[src/rtl/seq_1101_tx.sv]
// seq_1101_tx: MSB-first serializer for the 1101 detection link,
// with a Mealy hit tracker and a saturating hit counter.
module seq_1101_tx #(
  parameter int WIDTH      = 8,
  parameter int GAP_CYCLES = 0
) (
  input  logic             clk,
  input  logic             reset,
  input  logic [WIDTH-1:0] data_in,
  input  logic             data_valid,
  output logic             data_ready,
  output logic             x,
  output logic             x_valid,
  output logic             expect_y,
  output logic             busy,
  input  logic             clear_count,
  output logic [7:0]       hit_count
);

  localparam int CW = (WIDTH > 1) ? $clog2(WIDTH) : 1;

  typedef enum logic [1:0] {
    IDLE,
    SHIFT,
    GAP
  } st_e;

  typedef enum logic [1:0] {
    S0,
    S1,
    S11,
    S110
  } trk_e;

  st_e              state_q, state_d;
  trk_e             trk_q, trk_d;
  logic [WIDTH-1:0] sh_q, sh_d;
  logic [CW-1:0]    cnt_q, cnt_d;
  logic [3:0]       gap_q, gap_d;
  logic             x_q, x_d;
  logic             xv_q, xv_d;
  logic [7:0]       hit_q, hit_d;
  logic             last;
  logic             gap_done;
  logic             xfer;

  assign last     = (cnt_q == CW'(WIDTH - 1));
  assign gap_done = (gap_q == 4'(GAP_CYCLES - 1));
  assign xfer     = data_valid && data_ready;

  always_ff @(posedge clk) begin
    if (reset) begin
      state_q <= IDLE;
    end else begin
      state_q <= state_d;
    end
  end

  always_comb begin
    state_d = state_q;
    sh_d    = sh_q;
    cnt_d   = cnt_q;
    gap_d   = gap_q;
    unique case (state_q)
      IDLE: begin
        if (xfer) begin
          state_d = SHIFT;
          sh_d    = data_in;
          cnt_d   = '0;
        end
      end
      SHIFT: begin
        sh_d  = sh_q << 1;
        cnt_d = cnt_q + CW'(1);
        if (last) begin
          cnt_d = '0;
          gap_d = '0;
          if (xfer) begin
            sh_d = data_in;
          end else if (GAP_CYCLES == 0) begin
            state_d = IDLE;
          end else begin
            state_d = GAP;
          end
        end
      end
      GAP: begin
        gap_d = gap_q + 4'd1;
        if (gap_done) begin
          state_d = IDLE;
        end
      end
      default: state_d = IDLE;
    endcase
  end

  always_comb begin
    data_ready = 1'b0;
    if (!reset) begin
      unique case (state_q)
        IDLE:    data_ready = 1'b1;
        SHIFT:   data_ready = last && (GAP_CYCLES == 0);
        default: data_ready = 1'b0;
      endcase
    end
  end

  assign busy = (state_q != IDLE);

  // x is launched from the next-cycle word image so it lands registered
  always_comb begin
    x_d  = 1'b0;
    xv_d = 1'b0;
    if (state_d == SHIFT) begin
      x_d  = sh_d[WIDTH-1];
      xv_d = 1'b1;
    end
  end

  always_comb begin
    trk_d = S0;
    unique case (trk_q)
      S0:      trk_d = x_q ? S1  : S0;
      S1:      trk_d = x_q ? S11 : S0;
      S11:     trk_d = x_q ? S11 : S110;
      S110:    trk_d = x_q ? S1  : S0;
      default: trk_d = S0;
    endcase
  end

  assign expect_y = (trk_q == S110) && x_q;

  always_comb begin
    hit_d = hit_q;
    if (clear_count) begin
      hit_d = '0;
    end else if (expect_y && (hit_q != 8'hFF)) begin
      hit_d = hit_q + 8'd1;
    end
  end

  always_ff @(posedge clk) begin
    if (reset) begin
      sh_q  <= '0;
      cnt_q <= '0;
      gap_q <= '0;
      x_q   <= 1'b0;
      xv_q  <= 1'b0;
      trk_q <= S0;
      hit_q <= '0;
    end else begin
      sh_q  <= sh_d;
      cnt_q <= cnt_d;
      gap_q <= gap_d;
      x_q   <= x_d;
      xv_q  <= xv_d;
      trk_q <= trk_d;
      hit_q <= hit_d;
    end
  end

  assign x         = x_q;
  assign x_valid   = xv_q;
  assign hit_count = hit_q;

endmodule

[config.mk]
export PLATFORM = sky130hd
export DESIGN_NAME = seq_1101_tx
export DESIGN_NICKNAME = d
export VERILOG_FILES = /design/src/rtl/seq_1101_tx.sv
export SDC_FILE = /design/constraint.sdc
export NUM_CORES = 1
export LEC_CHECK = 0
export CAP_MARGIN = 25
export CORE_UTILIZATION = 25
export DETAILED_ROUTE_END_ITERATION = 8
export DONT_BUFFER_PORTS = 1
export PLACE_DENSITY = 0.43
export SLEW_MARGIN = 20
export SYNTH_ARGS = -nofsm -noshare
export SYNTH_HDL_FRONTEND = slang
export SYNTH_SLANG_ARGS = --single-unit
export TNS_END_PERCENT = 10
[constraint.sdc]
create_clock -name clk -period 4.4 [get_ports clk]
set_input_delay 0.88 -clock clk [delete_from_list [all_inputs] [get_ports clk]]
set_output_delay 0.88 -clock clk [all_outputs]
set_load 0.005 [all_outputs]
==> results.py <==
metrics = {
    "status": {
        "outcome": "finished clean",
    },
    "place": {
        "globalplace.congestion": 0.7322,
        "dp.cells": 217,
        "io_buffer_count": 0,
        "dpl.hpwl_um": 2209,
    },
    "power": {
        "combPwrFrac": 0.062,
        "vdd_drop_max_mv": 0.1200,
        "p_leak_nw": 0.5395,
        "power_density_nw_per_um2": 344.2,
        "clkPwrFrac": 0.398,
        "power_frac_seq": 0.540,
        "p_sw_frac": 0.2342,
        "power.total_w": 0.0005160,
        "internal-power_w": 0.0003951,
        "power.net_switching_w": 0.0001209,
    },
    "layout": {
        "area_growth_pct": 11.13,
        "drive_gt1_frac": 0.08387,
        "fillCellCount": 572,
        "stdcell_count": 225,
        "antenna_cells": 0,
        "nets": 173,
    },
    "die": {
        "die-area_um2": 5693,
        "rows": 26,
        "initial_core_util": 0.2624,
        "die_h_um": 75.45,
        "die_w_um": 75.45,
        "core-area_um2": 5140,
        "ioPinCount": 25,
    },
    "cts": {
        "cts_tree": "done",
        "clock_latency_ns": 0.27,
        "cts_setup_buffers": 0,
        "cts_buffers": 5,
        "ctsRootBufferMaster": "clkbuf_8",
        "cts_resized": 0,
        "hold_buffers": 0,
        "h-tree-depth": 2,
        "clkTransAtPathRegs_ns": 0.06,
        "cts_buffer_depth": 2,
        "cts.sinks": 29,
    },
    "sta": {
        "slew-limit-headroom": 0.6062,
        "hold_violations": 0,
        "rsz0062_at_grt": "false",
        "finClkSkew_ns": 0.009705,
        "fmax_mhz": 442.8,
        "finalSetupViolations": 0,
        "slew_viol_final": 0,
        "fin_setup_tns_ns": 0,
        "post-route-period-util": 0.5133,
        "tightest_slew_ns": 0.5907,
        "period_needed_ns": 2.258,
    },
    "worst_setup_path": {
        "path_cells": "ha_1 > ha_1 > nor2_1 > nor3_1",
        "crit_start": "cnt_q[0]",
        "critPathLaunchType": "flip-flop",
        "path_common_cell": "ha_1",
        "cp.arrival_ns": 1.38,
        "endpoint": "data_ready",
        "reg2reg_from": "hit_count[0]",
        "cp-end-kind": "output port",
        "cp.required_ns": 3.52,
        "slowest_stage": "dfxtp_1",
        "r2r-end": "hit_count[5]",
        "criticalPathCategory": "flip-flop to output port",
        "r2r_slack_ns": 2.68,
        "ff2ff_path_depth": 5,
        "crit_fanout": 6,
        "slowest_delay_ns": 0.36,
    },
    "synthesis": {
        "synthArstFlopShare": 0,
        "synth_top_family_by_area": "simple AND/OR/NAND/NOR gates",
        "synth_edf_count": 0,
        "synth_compound_area_frac": 0.1800,
        "synth_xor_area_frac": 0.03247,
        "ys_ff_latch": 29,
        "yosysWarnings": 0,
        "synth_flop_cell": "dfxtp_1",
        "synth-simple-area-share": 0.2217,
        "synth-seq-area-share": 0.4304,
        "synth_cells": 152,
        "synth_fa_ha_area_frac": 0.06494,
        "avgSynthCellArea_um2": 8.874,
        "ys_types": 37,
        "synth.area.mux_share": 0.03061,
        "synth_nets": 171,
        "syn_area_um2": 1349,
    },
    "grt": {
        "grt_pass1_wl_um": 4961,
        "grt-ovfl-total": 0,
        "grt_max_degree": 24,
        "antenna_found_initial": 0,
        "gr-usage-all-layers": 0.1169,
        "grt_pass1_vias": 1106,
    },
    "route": {
        "wire_per_inst_um": 13.28,
        "vias_per_cell": 4.791,
        "wirelength_um": 2987,
        "drt_iter0_drc": 88,
        "via_count": 1078,
        "drc": 0,
        "firstDrtPassIters": 4,
        "drtAntennaViolNets": 0,
    },
    "min_path": {
        "holdPathStages": 2,
        "hold_class": "flip-flop to flip-flop",
        "hold_start": "sh_q[3]",
    },
    "flow_run": {
        "maxCapViolations": 0,
    },
}
-- cells by family (layout without fill, tap and decap cells) --
logic type / Yosys count / count (layout)
multiplexers: 4 / 4
XOR/XNOR: 5 / 5
buffers and inverters: 14 / 17
AND/OR/NAND/NOR: 59 / 59
flip-flops: 29 / 29
adder cells (fa/ha/maj): 7 / 7
AO/OA/AOI/OAI: 34 / 34
-- routing by layer --
metal  global-route usage  part of all wire
met3              0.05159             0.074
met4              0.05556             0.010
met2               0.1865              0.46
met5                    0                 0
met1               0.1344              0.45
-- worst max-delay path: cells and delay by family, from the launching register on --
kind	cells	cell delay, ns
and+or+nand+nor	2	0.32
DFF	1	0.36
adders and majority gates	2	0.42
-- area by class of cell --
| class | count | area [um^2] | area share |
|---|---|---|---|
| Tap cell | 70 | 87.58 | 0.05843 |
| Clock buffer | 6 | 72.57 | 0.04841 |
| Clock inverter | 2 | 10.01 | 0.006678 |
| Sequential cell | 29 | 580.6 | 0.3873 |
| Multi-Input combinational cell | 109 | 714.4 | 0.4766 |
| Inverter | 9 | 33.78 | 0.02254 |
-- layout by cell type (no fill, tap or decap), drive strengths merged, types with 2 or more instances in the layout --
master,netlist,layout
and3,2,2
ha,7,7
o22ai,6,6
nor2b,3,3
a211oi,7,7
nor2,25,25
o21a,2,2
inv,9,9
or4,2,2
nand3,4,4
a21oi,6,6
o31ai,2,2
mux2i,3,3
nand4,2,2
a2111oi,2,2
nand3b,3,3
a22oi,3,3
clkbuf,4,6
dfxtp,29,29
o21ai,2,2
nand2b,4,4
xnor2,4,4
nand2,8,8
clkinv,0,2
-- cells in the mapped netlist (all sizes together), types with 2 or more instances --
library cell | number | area share
clkbuf | 4 | 0.011
xnor2 | 4 | 0.026
a21oi | 6 | 0.022
mux2i | 3 | 0.022
nor2b | 3 | 0.014
dfxtp | 29 | 0.43
o21a | 2 | 0.011
nor2 | 25 | 0.070
nand3 | 4 | 0.015
o22ai | 6 | 0.028
o31ai | 2 | 0.011
a211oi | 7 | 0.039
o21ai | 2 | 0.0074
a2111oi | 2 | 0.013
nand2b | 4 | 0.019
or4 | 2 | 0.011
and3 | 2 | 0.013
nand3b | 3 | 0.017
ha | 7 | 0.065
nand2 | 8 | 0.022
inv | 9 | 0.025
nand4 | 2 | 0.0093
a22oi | 3 | 0.017
-- worst min path at each step --
| stage | slack [ns] | to |
|---|---|---|
| 3_3_place_gp | 0.49 | sh_q[0] |
| 5_1_grt | 0.52 | sh_q[0] |
| 2_1_floorplan | 0.46 | sh_q[0] |
| 4_1_cts | 0.50 | sh_q[0] |
| 3_5_place_dp | 0.49 | sh_q[0] |
| 6_report | 0.50 | sh_q[3] |
-- power by group through the flow --
stage	registers (W)	logic (W)	clock network [W]
finish	0.000279	0.0000318	0.000205
floorplan	0.000281	0.0000299	0
CTS	0.000278	0.0000320	0.000216
global placement	0.000284	0.0000311	0
detailed placement	0.000284	0.0000319	0
global route	0.000280	0.0000361	0.000231
-- through the flow --
step,hold slack (ns),setup WS [ns],cell area (um^2),util
after global routing,0.5157,1.988,1499,0.2916
after floorplan,0.4608,2.006,1349,-
after global placement,0.4853,2.423,1416,0.2756
after detailed placement,0.4862,2.387,1416,0.2756
after CTS,0.4996,2.106,1499,0.2916
final,0.4991,2.142,1499,0.2916
-- registers in the layout (all words and copies together) (netlist names) --
register   flops
sh_q           8
cnt_q          3
state_q        2
x              1
trk_q          2
gap_q          4
x_valid        1
hit_count      8
No activity file was read; power rests on OpenSTA's default activity.
